==> src/rtl/btb_read_if.sv <==
// btb_read_if: groups the lookup request, BTB file read, BTB write snoop and prediction
// signals of btb_read.
//   master: front end + BTB file side (drives requests, read data and write snoop)
//   slave : btb_read (drives rd_set, prediction outputs and statistics)
interface btb_read_if #(
    parameter int unsigned TAGW = 27
);
    // Fetch request / pipeline control
    logic            req_valid;
    logic [TAGW+2:0] req_pc;
    logic            stall;
    logic            flush;

    // BTB file synchronous read port
    logic [2:0]      rd_set;
    logic            rd_valid0;
    logic            rd_valid1;
    logic [TAGW-1:0] rd_tag0;
    logic [TAGW-1:0] rd_tag1;
    logic [31:0]     rd_target0;
    logic [31:0]     rd_target1;
    logic [1:0]      rd_state0;
    logic [1:0]      rd_state1;

    // Snoop of the BTB file write port
    logic            wr_en;
    logic [2:0]      wr_set;
    logic            wr_way;
    logic            wr_valid;
    logic [TAGW-1:0] wr_tag;
    logic [31:0]     wr_target;
    logic [1:0]      wr_state;

    // Registered prediction and statistics
    logic            pred_valid;
    logic [TAGW+2:0] pred_pc;
    logic            pred_hit;
    logic            pred_way;
    logic            pred_taken;
    logic [31:0]     pred_target;
    logic [1:0]      pred_state;
    logic [15:0]     lookup_cnt;
    logic [15:0]     hit_cnt;

    modport master (
        output req_valid, req_pc, stall, flush,
        output rd_valid0, rd_valid1, rd_tag0, rd_tag1,
        output rd_target0, rd_target1, rd_state0, rd_state1,
        output wr_en, wr_set, wr_way, wr_valid, wr_tag, wr_target, wr_state,
        input  rd_set,
        input  pred_valid, pred_pc, pred_hit, pred_way, pred_taken, pred_target, pred_state,
        input  lookup_cnt, hit_cnt
    );

    modport slave (
        input  req_valid, req_pc, stall, flush,
        input  rd_valid0, rd_valid1, rd_tag0, rd_tag1,
        input  rd_target0, rd_target1, rd_state0, rd_state1,
        input  wr_en, wr_set, wr_way, wr_valid, wr_tag, wr_target, wr_state,
        output rd_set,
        output pred_valid, pred_pc, pred_hit, pred_way, pred_taken, pred_target, pred_state,
        output lookup_cnt, hit_cnt
    );
endinterface

==> src/rtl/btb_read.sv <==
// btb_read: lookup side of an 8-set, 2-way branch target buffer.
// A fetch PC sampled at edge N is compared against the synchronous BTB read data (plus any
// forwarded write) during the following cycle, and the registered prediction appears after
// edge N+1. Also keeps saturating lookup/hit counters.
// Ports:
//   clk  - clock, rising edge
//   rst  - asynchronous active-high reset
//   bus  - btb_read_if.slave: request/stall/flush, BTB read port (rd_set out, rd_* in),
//          write snoop (wr_*), prediction (pred_*) and statistics (lookup_cnt, hit_cnt)
module btb_read #(
    parameter int unsigned TAGW = 27
) (
    input logic    clk,
    input logic    rst,
    btb_read_if.slave bus
);
    localparam int unsigned PCW = TAGW + 3;

    // Stage 1 (request whose read data is arriving)
    logic            s1_valid_q;
    logic [PCW-1:0]  s1_pc_q;

    // Write seen in the cycle the file was read; the file returns pre-write data for it
    logic            fwd_hit_q;
    logic            fwd_way_q;
    logic            fwd_valid_q;
    logic [TAGW-1:0] fwd_tag_q;
    logic [31:0]     fwd_target_q;
    logic [1:0]      fwd_state_q;

    // Output register
    logic            pred_valid_q;
    logic [PCW-1:0]  pred_pc_q;
    logic            pred_hit_q;
    logic            pred_way_q;
    logic            pred_taken_q;
    logic [31:0]     pred_target_q;
    logic [1:0]      pred_state_q;
    logic [15:0]     lookup_cnt_q;
    logic [15:0]     hit_cnt_q;

    // Stage 1 merged way data and result
    logic            valid0, valid1;
    logic [TAGW-1:0] tag0, tag1;
    logic [31:0]     target0, target1;
    logic [1:0]      state0, state1;
    logic            hit0, hit1;
    logic            hit, way, taken;
    logic [1:0]      state;
    logic [31:0]     target;
    logic [PCW-1:0]  seq_pc;
    logic            load_valid;

    // While stalled, keep re-reading the held request's set so late writes are picked up.
    assign bus.rd_set = bus.stall ? s1_pc_q[2:0] : bus.req_pc[2:0];

    always_comb begin
        valid0  = bus.rd_valid0;
        tag0    = bus.rd_tag0;
        target0 = bus.rd_target0;
        state0  = bus.rd_state0;
        valid1  = bus.rd_valid1;
        tag1    = bus.rd_tag1;
        target1 = bus.rd_target1;
        state1  = bus.rd_state1;
        if (fwd_hit_q && !fwd_way_q) begin
            valid0  = fwd_valid_q;
            tag0    = fwd_tag_q;
            target0 = fwd_target_q;
            state0  = fwd_state_q;
        end
        if (fwd_hit_q && fwd_way_q) begin
            valid1  = fwd_valid_q;
            tag1    = fwd_tag_q;
            target1 = fwd_target_q;
            state1  = fwd_state_q;
        end
        hit0   = valid0 && (tag0 == s1_pc_q[PCW-1:3]);
        hit1   = valid1 && (tag1 == s1_pc_q[PCW-1:3]);
        hit    = hit0 || hit1;
        way    = !hit0 && hit1;
        state  = hit0 ? state0 : (hit1 ? state1 : 2'b00);
        taken  = hit && state[1];
        seq_pc = s1_pc_q + {{(PCW-1){1'b0}}, 1'b1};
        target = taken ? (hit0 ? target0 : target1) : 32'({seq_pc, 2'b00});
    end

    assign load_valid = !bus.stall && !bus.flush && s1_valid_q;

    always_ff @(posedge clk or posedge rst) begin
        if (rst) begin
            s1_valid_q    <= 1'b0;
            s1_pc_q       <= '0;
            fwd_hit_q     <= 1'b0;
            fwd_way_q     <= 1'b0;
            fwd_valid_q   <= 1'b0;
            fwd_tag_q     <= '0;
            fwd_target_q  <= '0;
            fwd_state_q   <= '0;
            pred_valid_q  <= 1'b0;
            pred_pc_q     <= '0;
            pred_hit_q    <= 1'b0;
            pred_way_q    <= 1'b0;
            pred_taken_q  <= 1'b0;
            pred_target_q <= '0;
            pred_state_q  <= '0;
            lookup_cnt_q  <= '0;
            hit_cnt_q     <= '0;
        end else begin
            // Flush wins over stall for the valid bits only.
            if (bus.flush) begin
                s1_valid_q <= 1'b0;
            end else if (!bus.stall) begin
                s1_valid_q <= bus.req_valid;
            end
            if (!bus.stall) begin
                s1_pc_q <= bus.req_pc;
            end

            fwd_hit_q    <= bus.wr_en && (bus.wr_set == bus.rd_set);
            fwd_way_q    <= bus.wr_way;
            fwd_valid_q  <= bus.wr_valid;
            fwd_tag_q    <= bus.wr_tag;
            fwd_target_q <= bus.wr_target;
            fwd_state_q  <= bus.wr_state;

            if (bus.flush) begin
                pred_valid_q <= 1'b0;
            end else if (!bus.stall) begin
                pred_valid_q <= s1_valid_q;
            end
            if (!bus.stall) begin
                pred_pc_q     <= s1_pc_q;
                pred_hit_q    <= hit;
                pred_way_q    <= way;
                pred_taken_q  <= taken;
                pred_target_q <= target;
                pred_state_q  <= state;
            end

            if (load_valid) begin
                if (lookup_cnt_q != 16'hFFFF) begin
                    lookup_cnt_q <= lookup_cnt_q + 16'd1;
                end
                if (hit && (hit_cnt_q != 16'hFFFF)) begin
                    hit_cnt_q <= hit_cnt_q + 16'd1;
                end
            end
        end
    end

    assign bus.pred_valid  = pred_valid_q;
    assign bus.pred_pc     = pred_pc_q;
    assign bus.pred_hit    = pred_hit_q;
    assign bus.pred_way    = pred_way_q;
    assign bus.pred_taken  = pred_taken_q;
    assign bus.pred_target = pred_target_q;
    assign bus.pred_state  = pred_state_q;
    assign bus.lookup_cnt  = lookup_cnt_q;
    assign bus.hit_cnt     = hit_cnt_q;

endmodule
==> src/flat_wrapper.sv <==
// flat-port wrapper written by rule: the top's interface ports become plain ports
module btb_read_flat 
#(
    parameter int unsigned TAGW = 27
)
  (clk, rst, bus_req_valid, bus_req_pc, bus_stall, bus_flush, bus_rd_valid0, bus_rd_valid1, bus_rd_tag0, bus_rd_tag1, bus_rd_target0, bus_rd_target1, bus_rd_state0, bus_rd_state1, bus_wr_en, bus_wr_set, bus_wr_way, bus_wr_valid, bus_wr_tag, bus_wr_target, bus_wr_state, bus_rd_set, bus_pred_valid, bus_pred_pc, bus_pred_hit, bus_pred_way, bus_pred_taken, bus_pred_target, bus_pred_state, bus_lookup_cnt, bus_hit_cnt);
  btb_read_if #(.TAGW(TAGW)) bus_i ();
  input logic clk;
  input logic rst;
  input wire logic [$bits(bus_i.req_valid)-1:0] bus_req_valid;
  input wire logic [$bits(bus_i.req_pc)-1:0] bus_req_pc;
  input wire logic [$bits(bus_i.stall)-1:0] bus_stall;
  input wire logic [$bits(bus_i.flush)-1:0] bus_flush;
  input wire logic [$bits(bus_i.rd_valid0)-1:0] bus_rd_valid0;
  input wire logic [$bits(bus_i.rd_valid1)-1:0] bus_rd_valid1;
  input wire logic [$bits(bus_i.rd_tag0)-1:0] bus_rd_tag0;
  input wire logic [$bits(bus_i.rd_tag1)-1:0] bus_rd_tag1;
  input wire logic [$bits(bus_i.rd_target0)-1:0] bus_rd_target0;
  input wire logic [$bits(bus_i.rd_target1)-1:0] bus_rd_target1;
  input wire logic [$bits(bus_i.rd_state0)-1:0] bus_rd_state0;
  input wire logic [$bits(bus_i.rd_state1)-1:0] bus_rd_state1;
  input wire logic [$bits(bus_i.wr_en)-1:0] bus_wr_en;
  input wire logic [$bits(bus_i.wr_set)-1:0] bus_wr_set;
  input wire logic [$bits(bus_i.wr_way)-1:0] bus_wr_way;
  input wire logic [$bits(bus_i.wr_valid)-1:0] bus_wr_valid;
  input wire logic [$bits(bus_i.wr_tag)-1:0] bus_wr_tag;
  input wire logic [$bits(bus_i.wr_target)-1:0] bus_wr_target;
  input wire logic [$bits(bus_i.wr_state)-1:0] bus_wr_state;
  output wire logic [$bits(bus_i.rd_set)-1:0] bus_rd_set;
  output wire logic [$bits(bus_i.pred_valid)-1:0] bus_pred_valid;
  output wire logic [$bits(bus_i.pred_pc)-1:0] bus_pred_pc;
  output wire logic [$bits(bus_i.pred_hit)-1:0] bus_pred_hit;
  output wire logic [$bits(bus_i.pred_way)-1:0] bus_pred_way;
  output wire logic [$bits(bus_i.pred_taken)-1:0] bus_pred_taken;
  output wire logic [$bits(bus_i.pred_target)-1:0] bus_pred_target;
  output wire logic [$bits(bus_i.pred_state)-1:0] bus_pred_state;
  output wire logic [$bits(bus_i.lookup_cnt)-1:0] bus_lookup_cnt;
  output wire logic [$bits(bus_i.hit_cnt)-1:0] bus_hit_cnt;
  assign bus_i.req_valid = bus_req_valid;
  assign bus_i.req_pc = bus_req_pc;
  assign bus_i.stall = bus_stall;
  assign bus_i.flush = bus_flush;
  assign bus_i.rd_valid0 = bus_rd_valid0;
  assign bus_i.rd_valid1 = bus_rd_valid1;
  assign bus_i.rd_tag0 = bus_rd_tag0;
  assign bus_i.rd_tag1 = bus_rd_tag1;
  assign bus_i.rd_target0 = bus_rd_target0;
  assign bus_i.rd_target1 = bus_rd_target1;
  assign bus_i.rd_state0 = bus_rd_state0;
  assign bus_i.rd_state1 = bus_rd_state1;
  assign bus_i.wr_en = bus_wr_en;
  assign bus_i.wr_set = bus_wr_set;
  assign bus_i.wr_way = bus_wr_way;
  assign bus_i.wr_valid = bus_wr_valid;
  assign bus_i.wr_tag = bus_wr_tag;
  assign bus_i.wr_target = bus_wr_target;
  assign bus_i.wr_state = bus_wr_state;
  assign bus_rd_set = bus_i.rd_set;
  assign bus_pred_valid = bus_i.pred_valid;
  assign bus_pred_pc = bus_i.pred_pc;
  assign bus_pred_hit = bus_i.pred_hit;
  assign bus_pred_way = bus_i.pred_way;
  assign bus_pred_taken = bus_i.pred_taken;
  assign bus_pred_target = bus_i.pred_target;
  assign bus_pred_state = bus_i.pred_state;
  assign bus_lookup_cnt = bus_i.lookup_cnt;
  assign bus_hit_cnt = bus_i.hit_cnt;
  btb_read #(.TAGW(TAGW)) u_core (.clk(clk), .rst(rst), .bus(bus_i));
endmodule
==> config.mk <==
export PLATFORM = sky130hd
export DESIGN_NAME = btb_read_flat
export DESIGN_NICKNAME = d
export VERILOG_FILES = /design/src/rtl/btb_read_if.sv /design/src/rtl/btb_read.sv /design/src/flat_wrapper.sv
export SDC_FILE = /design/constraint.sdc
export NUM_CORES = 1
export LEC_CHECK = 0
export BUFFER_PORTS_ARGS = -buffer_cell sky130_fd_sc_hd__buf_2
export CAP_MARGIN = 20
export CORE_AREA = 5 5 201 145
export CTS_BUF_LIST = sky130_fd_sc_hd__clkbuf_8
export DETAILED_ROUTE_END_ITERATION = 8
export DIE_AREA = 0 0 206 150
export GPL_ROUTABILITY_DRIVEN = 0
export PLACE_DENSITY = 0.73
export SYNTH_ARGS = -nofsm -noshare
export SYNTH_HDL_FRONTEND = slang
export SYNTH_SLANG_ARGS = --single-unit
export TNS_END_PERCENT = 5
==> constraint.sdc <==
create_clock -name clk -period 7 [get_ports clk]
set_input_delay 0.7 -clock clk [delete_from_list [all_inputs] [get_ports clk]]
set_output_delay 0.7 -clock clk [all_outputs]
set_load 0.05 [all_outputs]
======== After elaboration in Yosys (flattened, before gate mapping) ========
Cells that the tools add are included.
word-level totals
  flip-flop bits (word level) ............. 195
  bits of input ports ..................... 226
  output and inout bits ................... 103
  word-level logic and storage cells ...... 60
cells by class
  add/sub/neg operators ................... 3
  eq/ne operators ......................... 6
  multiplexer cells ....................... 17
  reductions and logical operators ........ 17
operators by type and width
  cell                                                                      number
  32-bit two-way mux                                                        4
  27-bit equality test                                                      2
  27-bit two-way mux                                                        2
  16-bit by 1-bit adder with 16-bit output (second input constant)          2
  16-bit inequality test (second input constant)                            2
  30-bit by 1-bit adder with 30-bit output (second input constant)          1
  1-bit logical AND                                                         10
  2-bit two-way mux                                                         4
  1-bit two-way mux                                                         6
  1-bit zero test                                                           4
  2-bit AND reduction                                                       2
  3-bit equality test                                                       1
  3-bit two-way mux                                                         1
  2-bit by 1-bit inequality test with 1-bit output (second input constant)  1
  1-bit logical OR                                                          1

======== Depth between registers and ports, before layout ========
Gate-level depths: netlist of run 1.
  word-level depth ........................ 8
  depth in mapped cells ................... 13

======== Worst setup path before layout of run 1 ========
OpenSTA, ideal clock, no wires.
  path type ............................... flip-flop to flip-flop
  from .................................... register u_core.s1_pc_q[15]
  to ...................................... register u_core.pred_target_q[13] (netlist: u_core.bus.pred_target[13])
  arrival time ............................ 2947 ps
  data required time ...................... 6913 ps
  slack ................................... 3966 ps
  stages on the path, launching flop included .. 12
  buffers on the path ..................... 2
  cell sequence ........................... dfrtp_1 -> clkbuf_1 -> xor2_1 -> a2111oi_0 -> nand2_1 -> a32o_1 -> nand4b_1 -> nor2_1 -> mux2_2 -> or2_2 -> buf_2 -> o211ai_1
between the ends
  longest elaborated chain between the ends .. 6
  elaborated cells on any way between the ends .. 10
RTL lines
  element                          RTL line         RTL
  from (decl)                      btb_read.sv:21   logic [PCW-1:0] s1_pc_q;
  from (signal assigned)           btb_read.sv:117  s1_pc_q <= bus.req_pc;
  27-bit equality test             btb_read.sv:79   hit1 = valid1 && (tag1 == s1_pc_q[PCW-1:3]);
  1-bit logical AND                btb_read.sv:79
  2-bit two-way mux (2 in series)  btb_read.sv:82   state = hit0 ? state0 : (hit1 ? state1 : 2'b00);
  1-bit logical AND                btb_read.sv:83   taken = hit && state[1];
  32-bit two-way mux (*)           btb_read.sv:85   target = taken ? (hit0 ? target0 : target1) : 32'({seq_pc, 2'b00});
  to (signal assigned)             btb_read.sv:137  pred_target_q <= target;
  to (decl)                        btb_read.sv:37   logic [31:0] pred_target_q;
Every way passes the cells marked *; elsewhere a longest branch is shown, timed or not.
A chain may end at the register's enable or synchronous reset.

======== Worst setup path after layout of run 1 ========
  from .................................... register u_core.fwd_way_q
  to ...................................... register u_core.pred_target_q[29] (netlist: u_core.bus.pred_target[29])
between the ends
  longest elaborated chain between the ends .. 8
  elaborated cells on any way between the ends .. 21
RTL lines
  element                                                     RTL line                        RTL
  from (decl)                                                 btb_read.sv:25                  logic fwd_way_q;
  from (signal assigned)                                      btb_read.sv:121                 fwd_way_q <= bus.wr_way;
  1-bit logical AND or 1-bit zero test (tied branches)        btb_read.sv:72, btb_read.sv:66
  27-bit two-way mux or 1-bit logical AND (tied branches)     btb_read.sv:72, btb_read.sv:66
  27-bit equality test or 27-bit two-way mux (tied branches)  btb_read.sv:79, btb_read.sv:66
  1-bit logical AND or 27-bit equality test (tied branches)   btb_read.sv:79, btb_read.sv:78
  2-bit two-way mux or 1-bit logical AND (tied branches)      btb_read.sv:82, btb_read.sv:78
  2-bit two-way mux or 1-bit logical OR (tied branches)       btb_read.sv:82, btb_read.sv:80
  1-bit logical AND                                           btb_read.sv:83
  32-bit two-way mux (*)                                      btb_read.sv:85
Marked as above.

==> results.toml, run 1 <==
[status]
outcome = "finished clean"

[global_routing]
grt_util_met2_pct = 34.24
gr-max-usage-layer = "met2"
overflow = 0
use_met1_pct = 27.62
first_global_vias = 8718
antenna_found_initial = 11
grt_use_total_pct = 22.02
grt_max_degree = 125
grt_pass1_wl_um = 50720
grt_use_met3_pct = 9.489

[synthesis]
synthFlopType = "dfrtp_1"
yosysWarnings = 0
synth_edf_count = 0
async_flop_share_pct = 100.0
synth.distinct_cells = 64
synth_seq_cells = 195
syn_inst = 925
synth.avg_cell_area_sq_um = 10.86
syn-cell-area_sq_um = 10040
synth_fp_nets = 1154
ys_seq_area_share_pct = 48.59

[clock_network]
cts_buffers = 17
cts_sinks = 195
cts-resized-gates = 0
root_buffer = "clkbuf_8"
post_cts_buffers = 0
htreeDepth = 4
cts_tree = "built"
clock_path_buffers = 2
ctsHoldBuffers = 0
path_clk_slew_ns = 0.11
worstSkewPairLatency_ns = 0.50

[route]
dr.pass1.iters = 6
routed_wirelength_um = 34520
wl_per_cell_um = 21.45
vias = 8434
ant_nets = 0
drt-initial-drc-count = 636
drcViolationCount = 0
avgViaCountPerCell = 5.242

[critical_path]
cp_common_cell = "buf_4"
reg2reg_to = "u_core.bus.pred_target[29]"
cp_slowest_cell = "mux2_2"
cp-startpoint = "u_core.fwd_way_q"
required_ns = 7.36
r2r-start = "u_core.fwd_way_q"
path_depth = 11
worst_path_largest_cell_delay_ns = 0.72
crit_fanout = 35
cp-end-kind = "flip-flop"
rrSetupSlack_ns = 2.39
critical-path-top-delay-family = "simple AND/OR/NAND/NOR gates"
arrival_ns = 4.96
crit_chain = "nand2b_1 -> buf_4 -> a2111oi_0 -> nand2_1 -> a32o_1 -> nand4b_1 -> nor2_4 -> buf_4 -> mux2_2 -> or2_2 -> o211ai_1"
reg2reg_depth = 11
startpoint_type = "flip-flop"
path_buf_inv = 2
endpoint = "u_core.bus.pred_target[29]"
path_class = "flip-flop to flip-flop"

[power_and_ir_drop]
powerDensity_nw_per_um2 = 219.7
p_leak_nw = 6.005
peakVddDrop_mv = 0.1333
power.total_mw = 2.705

[final_layout]
area_growth_pct = 22.57
fin_util_pct = 45.39
drive_gt1_share_pct = 37.42
final_cell_mix = "buf_2, dfrtp_1, mux2_2, mux2i_1, xnor2_1"
nets = 1448
final_common_cell = "buf_2"
fin_area_sq_um = 12310

[place]
post_dp_cell_area_sq_um = 11930
numPortBuffers = 328
hpwlAfterDp_um = 26660

[timing]
fin_worst_skew_ns = 0.01913
max_freq_mhz = 217.2
hold_ws_ns = 0.2908
tightest_slew_ns = 0.9181
final_hold_viol_count = 0
period_minus_slack_ns = 4.605
setup_tns_ns = 0
finalSetupViolCount = 0
timing.final.crit_share_pct = 65.79
slew_headroom_pct = 38.23
rsz0062_at_grt = "false"
slew_violations = 0

[floorplanning]
rows = 51
die_x_um = 206
initial_utilization_pct = 37.03
dieArea_sq_um = 30900
num_io_pins = 329
die_h_um = 150
core-area_sq_um = 27120

[worst_hold_path]
hold_class = "input pin to flip-flop"

[flow_run]
maxCapViolations = 0
==> where the power goes <==
| group | internal [mW] | switching [mW] | total, mW |
|---|---|---|---|
| combinational | 0.230 | 0.441 | 0.671 |
| sequential | 1.22 | 0.108 | 1.32 |
| clock | 0.289 | 0.420 | 0.709 |
==> worst reg2reg max path, stage by stage (launching register included) <==
cell and delay [ns]:
dfrtp_1 0.45, nand2b_1 0.17, buf_4 0.28, a2111oi_0 0.64, nand2_1 0.11, a32o_1 0.36
nand4b_1 0.30, nor2_4 0.12, buf_4 0.44, mux2_2 0.73, or2_2 0.66, o211ai_1 0.21
==> routing by layer <==
layer / up-vias / wire length, um
li1: 3851 / -
met1: 4075 / 14000
met2: 427 / 15720
met3: 71 / 3883
met4: 10 / 848
met5: - / 59
==> cells in the mapped netlist, types with 10 or more instances <==
cell type  number  area share, %
buf_2          16           0.80
xnor2_1        57            5.0
mux2_2         87            9.8
nor2_1         52            1.9
xor2_1         36            3.1
a22oi_1        24            1.8
and3_1         10           0.62
nand4_1        21            1.3
nand2b_1       24            1.5
o21ai_1        26            1.3
mux2i_1        64            6.4
clkbuf_1       36            1.3
a21oi_1        13           0.65
nor4_1         13           0.81
inv_1          35            1.3
nand3_1        32            1.6
dfrtp_1       195             49
o21ai_0        18           0.90
nand2_1        52            1.9
==> sequential cells by signal, summed over array words and instances (netlist names) <==
signal / cells
u_core.bus.hit_cnt: 16
u_core.bus.lookup_cnt: 16
u_core.bus.pred_hit: 1
u_core.bus.pred_pc: 30
u_core.bus.pred_state: 2
u_core.bus.pred_taken: 1
u_core.bus.pred_target: 32
u_core.bus.pred_valid: 1
u_core.bus.pred_way: 1
u_core.fwd_hit_q: 1
u_core.fwd_state_q: 2
u_core.fwd_tag_q: 27
u_core.fwd_target_q: 32
u_core.fwd_valid_q: 1
u_core.fwd_way_q: 1
u_core.s1_pc_q: 30
u_core.s1_valid_q: 1
==> metrics by stage <==
| stage | instances | setup slack [ns] |
|---|---|---|
| 6_report | 1609 | 2.395 |
| 5_1_grt | 1609 | 2.046 |
| 4_1_cts | 1603 | 2.327 |
| 3_5_place_dp | 1571 | 2.386 |
| 3_3_place_gp | 1571 | 2.510 |
| 2_1_floorplan | 925 | 0.9878 |
==> final cells by class <==
type	count	area [sq um]
Clock inverter	14	115.1
Tap cell	371	464.2
Inverter	35	138.9
Timing Repair Buffer	336	1708
Clock buffer	18	247.7
Fill cell	2588	14810
Antenna cell	6	15.01
Multi-Input combinational cell	634	4742
Sequential cell	195	4880
==> cell families (layout without fill, tap and decap cells) <==
| kind of cell | Yosys count | in the layout | share of synthesized area, % |
|---|---|---|---|
| AND/OR/NAND/NOR | 254 | 254 | 13.62 |
| AO/OA/AOI/OAI | 133 | 133 | 8.907 |
| XOR/XNOR | 93 | 93 | 8.110 |
| flip-flops | 195 | 195 | 48.59 |
| multiplexers | 151 | 151 | 16.13 |
| other | 0 | 6 | 0 |
| adder cells (fa/ha/maj) | 3 | 3 | 0.3738 |
| buffers and inverters | 96 | 403 | 4.273 |
==> worst min path at each step <==
stage	end	cells after the start	startpoint
4_1_cts	u_core.fwd_tag_q[5]	1	bus_wr_tag[5]
3_5_place_dp	u_core.bus.hit_cnt[9]	1	u_core.bus.hit_cnt[9]
6_report	u_core.fwd_tag_q[5]	1	bus_wr_tag[5]
3_3_place_gp	u_core.bus.pred_pc[17]	2	u_core.bus.pred_pc[17]
5_1_grt	u_core.fwd_tag_q[12]	1	bus_wr_tag[12]
2_1_floorplan	u_core.bus.pred_target[10]	2	u_core.fwd_target_q[10]
Note: power is estimated with default switching activity, not from simulation.
==> run 2: changes to the inputs <==
--- a/config.mk
+++ b/config.mk
@@ -12,7 +12,7 @@
 export DETAILED_ROUTE_END_ITERATION = 8
 export DIE_AREA = 0 0 206 150
 export GPL_ROUTABILITY_DRIVEN = 0
-export PLACE_DENSITY = 0.73
+export PLACE_DENSITY = 0.75
 export SYNTH_ARGS = -nofsm -noshare
 export SYNTH_HDL_FRONTEND = slang
 export SYNTH_SLANG_ARGS = --single-unit
==> constraint.sdc (replaced) <==
create_clock -name clk -period 4 [get_ports clk]
set_input_delay 0.4 -clock clk [delete_from_list [all_inputs] [get_ports clk]]
set_output_delay 0.4 -clock clk [all_outputs]
set_load 0.05 [all_outputs]
==> run 2 against run 1 <==
Against the previous run: clock-buffer cell count rose by 3; power increased by 77%; final area grew 6.0%; fmax is 27% higher; die area unchanged; clock skew up 0.00097 ns; worst hold slack lost 0.25 ns; combinational power is 86% higher; critical path depth down 1; worst setup slack worse by 2.0 ns; first-iteration DRC count rose by 3.5%.
==> results.toml, run 2 (synthesis gave the netlist of run 1 again) <==
[floorplanning]
die_x_um = 206
rows = 51
die_h_um = 150
core-area_sq_um = 27120
num_io_pins = 329
dieArea_sq_um = 30900
initial_utilization_pct = 37.03

[timing]
rsz0062_at_grt = "false"
slew_violations = 0
max_freq_mhz = 275.3
final_hold_viol_count = 0
finalSetupViolCount = 0
hold_ws_ns = 0.03979
slew_headroom_pct = 42.85
tightest_slew_ns = 0.8453
setup_tns_ns = 0
worst_slack_ns = 0.3675
period_minus_slack_ns = 3.632
fin_worst_skew_ns = 0.02010
timing.final.crit_share_pct = 90.81

[global_routing]
grt_pass1_wl_um = 52870
antenna_found_initial = 11
grt_max_degree = 78
overflow = 0
first_global_vias = 9098
grt_use_total_pct = 22.54

[route]
ant_nets = 0
wl_per_cell_um = 20.97
drt-initial-drc-count = 658
drcViolationCount = 0
vias = 8765
dr.pass1.iters = 5
routed_wirelength_um = 35290
avgViaCountPerCell = 5.208

[clock_network]
clock_path_buffers = 2
post_cts_buffers = 0
cts_tree = "built"
path_clk_slew_ns = 0.10
worstSkewPairLatency_ns = 0.48
htreeDepth = 4
cts_sinks = 195
root_buffer = "clkbuf_8"
cts_buffers = 17

[critical_path]
arrival_ns = 3.97
cp-end-kind = "flip-flop"
path_class = "flip-flop to flip-flop"
required_ns = 4.34
startpoint_type = "flip-flop"
crit_fanout = 34

[power_and_ir_drop]
powerDensity_nw_per_um2 = 365.9
power.total_mw = 4.776
peakVddDrop_mv = 0.2082
p_leak_nw = 6.321

[final_layout]
final_common_cell = "buf_2"
area_growth_pct = 29.97
fin_util_pct = 48.13
drive_gt1_share_pct = 36.29
multiInputGateArea_sq_um = 4743
final_cell_mix = "buf_2, dfrtp_1, mux2_2, mux2i_1, dlygate4sd3_1"
ff_latch_area_sq_um = 4880
nets = 1523
nFillCells = 2505

[place]
pre_cts_ws_ns = 0.3890
hpwlAfterDp_um = 27150
numPortBuffers = 328

[worst_hold_path]
hold_class = "input pin to flip-flop"

[status]
outcome = "finished clean"

[flow_run]
maxCapViolations = 0
## run 2: cell type report
type	instances	area share, %
flip-flops and latches	195	37.38
multi-input cells	634	36.34
repair buffers	411	18.89
well taps	371	3.556
clock buffers	21	2.214
inverters	35	1.035
clock inverters	10	0.4697
diodes	6	0.1150
## run 2: timing repair
item                       CTS  global route
setup endpoints to repair    0             2
gates resized for setup      0             1
hold buffers                59             4
hold endpoints to repair    64             4
## run 2: critical path, cell delays in order, from the launching register on
cell,delay (ns)
dfrtp_1,0.64
nor2b_1,0.15
a2111oi_0,0.60
nand2_1,0.11
a32o_1,0.35
nand4b_1,0.29
nor2_4,0.14
buf_4,0.46
mux2_2,0.41
mux2i_1,0.21
o211ai_1,0.10
## run 2: worst paths after layout
path,start,endpoint,slack (ns),depth (start not counted)
min in group asynchronous,rst,u_core.bus.pred_pc[23],0.40,3
worst min-delay path,bus_wr_target[5],u_core.fwd_target_q[5],0.04,1
worst max-delay path,u_core.s1_pc_q[17],u_core.bus.pred_target[31],0.37,10
worst min register to register,u_core.bus.pred_pc[6],u_core.bus.pred_pc[6],0.49,2
worst max register to register,u_core.s1_pc_q[17],u_core.bus.pred_target[31],0.37,10
max in group asynchronous,rst,u_core.bus.hit_cnt[8],2.77,4
## run 2: where the power goes
group	internal (mW)	switching, mW	total [mW]	leakage, nW
sequential	2.13	0.180	2.31	2.37
combinational	0.455	0.794	1.25	3.77
clock	0.487	0.732	1.22	0.178
total	3.07	1.71	4.78	6.32
## run 2: through the flow
step | instances | instance area, sq um
floorplan | 925 | 10050
global placement | 1583 | 12060
detailed placement | 1583 | 12060
CTS | 1673 | 13000
global route | 1682 | 13050
finish | 1683 | 13050
## run 2: per-layer routing
metal | global-route usage (%) | up-vias | routed length (um)
met5 | 0 | - | 62
met4 | 6.483 | 12 | 812
met3 | 7.517 | 71 | 3402
met2 | 35.39 | 390 | 16130
met1 | 29.89 | 4278 | 14890
li1 | - | 4014 | -
==> run 3: changes to the inputs <==
--- a/config.mk
+++ b/config.mk
@@ -12,6 +12,7 @@
 export DETAILED_ROUTE_END_ITERATION = 8
 export DIE_AREA = 0 0 206 150
 export GPL_ROUTABILITY_DRIVEN = 0
+export GPL_TIMING_DRIVEN = 0
 export PLACE_DENSITY = 0.75
 export SYNTH_ARGS = -nofsm -noshare
 export SYNTH_HDL_FRONTEND = slang
==> run 3 against run 2 <==
Against the previous run: fmax fell by 2.8%; highest routed layer unchanged; via count rose by 2.4%; worst setup slack got worse by 0.10 ns; critical path type unchanged.
==> results.toml, run 3 (synthesis gave the netlist of run 1 again) <==
[status]
outcome = "finished clean"

[final_layout]
fin_util_pct = 49.07
final_common_cell = "buf_2"
layout.cells.non_filler = 1725
fin_area_sq_um = 13310
drive_gt1_share_pct = 36.12
area_growth_pct = 32.49
final_cell_mix = "buf_2, dfrtp_1, mux2_2, mux2i_1, dlygate4sd3_1"
nets = 1567

[timing]
fin_worst_skew_ns = 0.01653
setup_tns_ns = 0
finalSetupViolCount = 0
tightest_slew_ns = 0.9297
max_freq_mhz = 267.6
rsz0062_at_grt = "false"
slew_violations = 0
period_minus_slack_ns = 3.737
hold_ws_ns = 0.04125
slew_headroom_pct = 37.15
timing.final.crit_share_pct = 93.43
final_hold_viol_count = 0
worst_slack_ns = 0.2627

[floorplanning]
die_x_um = 206
dieArea_sq_um = 30900
die_h_um = 150
core-area_sq_um = 27120
initial_utilization_pct = 37.03
num_io_pins = 329
rows = 51

[global_routing]
overflow = 0
grt_use_total_pct = 24.23
grt_max_degree = 42
grt_pass1_wl_um = 55710
first_global_vias = 9268
antenna_found_initial = 6

[route]
drt-initial-drc-count = 791
vias = 8974
wl_per_cell_um = 22.06
dr.pass1.iters = 7
avgViaCountPerCell = 5.202
ant_nets = 0
drcViolationCount = 0
routed_wirelength_um = 38060

[worst_hold_path]
hold_class = "input pin to flip-flop"
hold_path_depth = 1
holdPathEnd = "u_core.fwd_target_q[22]"
holdCritStartpoint = "bus_wr_target[22]"

[clock_network]
post_cts_buffers = 0
root_buffer = "clkbuf_8"
cts_sinks = 195
cts_buffers = 17
cts_tree = "built"
htreeDepth = 4
clock_path_buffers = 2
worstSkewPairLatency_ns = 0.48
path_clk_slew_ns = 0.11

[place]
pre_cts_ws_ns = 0.02894
numPortBuffers = 327
hpwlAfterDp_um = 29810
post_dp_cell_area_sq_um = 12260
dp.cells = 1629

[critical_path]
arrival_ns = 4.13
rrSetupSlack_ns = 0.26
crit_chain = "nand2_1 -> clkbuf_1 -> nand3_1 -> o31ai_2 -> nor4b_1 -> nand4_1 -> nor4_4 -> o21ai_2 -> nor4_1 -> xor2_1"
r2r-start = "u_core.fwd_way_q"
worst_path_largest_cell_delay_ns = 0.58
path_class = "flip-flop to flip-flop"
startpoint_type = "flip-flop"
reg2reg_depth = 10
path_buf_inv = 1
reg2reg_to = "u_core.bus.hit_cnt[11]"
cp_slowest_cell = "clkbuf_1"
required_ns = 4.40
cp-end-kind = "flip-flop"
critical-path-top-delay-family = "simple AND/OR/NAND/NOR gates"
crit_fanout = 10

[power_and_ir_drop]
power.total_mw = 4.926
p_leak_nw = 6.425
peakVddDrop_mv = 0.1994
powerDensity_nw_per_um2 = 370.2

[flow_run]
maxCapViolations = 0
## run 3: cell count changes in the layout (fill, tap and decap cells not counted), moves of 2 or more
cell and change:
buf_12 +2, buf_2 +16, buf_4 -14, buf_6 +5, clkbuf_1 +35, clkinv_4 +3
clkinvlp_4 -2, diode_2 -3, inv_1 -2
## run 3: worst max path at each step
stage,end,startpoint,slack [ns],cells after the start
after floorplan,u_core.bus.pred_target[13],u_core.s1_pc_q[15],0.97,11
after global placement,u_core.bus.pred_target[13],u_core.s1_pc_q[9],-0.25,11
after detailed placement,u_core.bus.pred_target[30],u_core.s1_pc_q[9],0.03,12
after CTS,u_core.bus.pred_target[30],u_core.s1_pc_q[9],0.02,12
after global routing,u_core.bus.hit_cnt[11],u_core.fwd_hit_q,0.04,10
final,u_core.bus.hit_cnt[11],u_core.fwd_way_q,0.26,10
## run 3: layer usage
layer	vias to the layer above	wire length (um)	GRT usage (%)
li1	4098	-	-
met1	4386	16630	33.58
met2	430	17200	37.70
met3	56	3456	6.586
met4	4	739	6.483
met5	-	32	0
## run 3: what timing repair did
item	in CTS	in global routing
gates resized for setup	0	4
endpoints found under the setup margin	0	33
hold buffers	56	6
endpoints found under the hold margin	58	6
## run 3: layout make-up
class	instances	area (sq um)
clock buffer	22	302.8
inverter	35	135.1
multi-input combinational	634	4756
buffer	60	294.0
fill	2521	13810
timing repair buffer	395	2369
sequential	195	4880
tap	371	464.2
clock inverter	10	98.84
antenna	3	7.507
## run 3: where the power goes
group / switching, mW / internal [mW]
logic: 0.883 / 0.466
registers: 0.120 / 2.13
clock network: 0.747 / 0.581
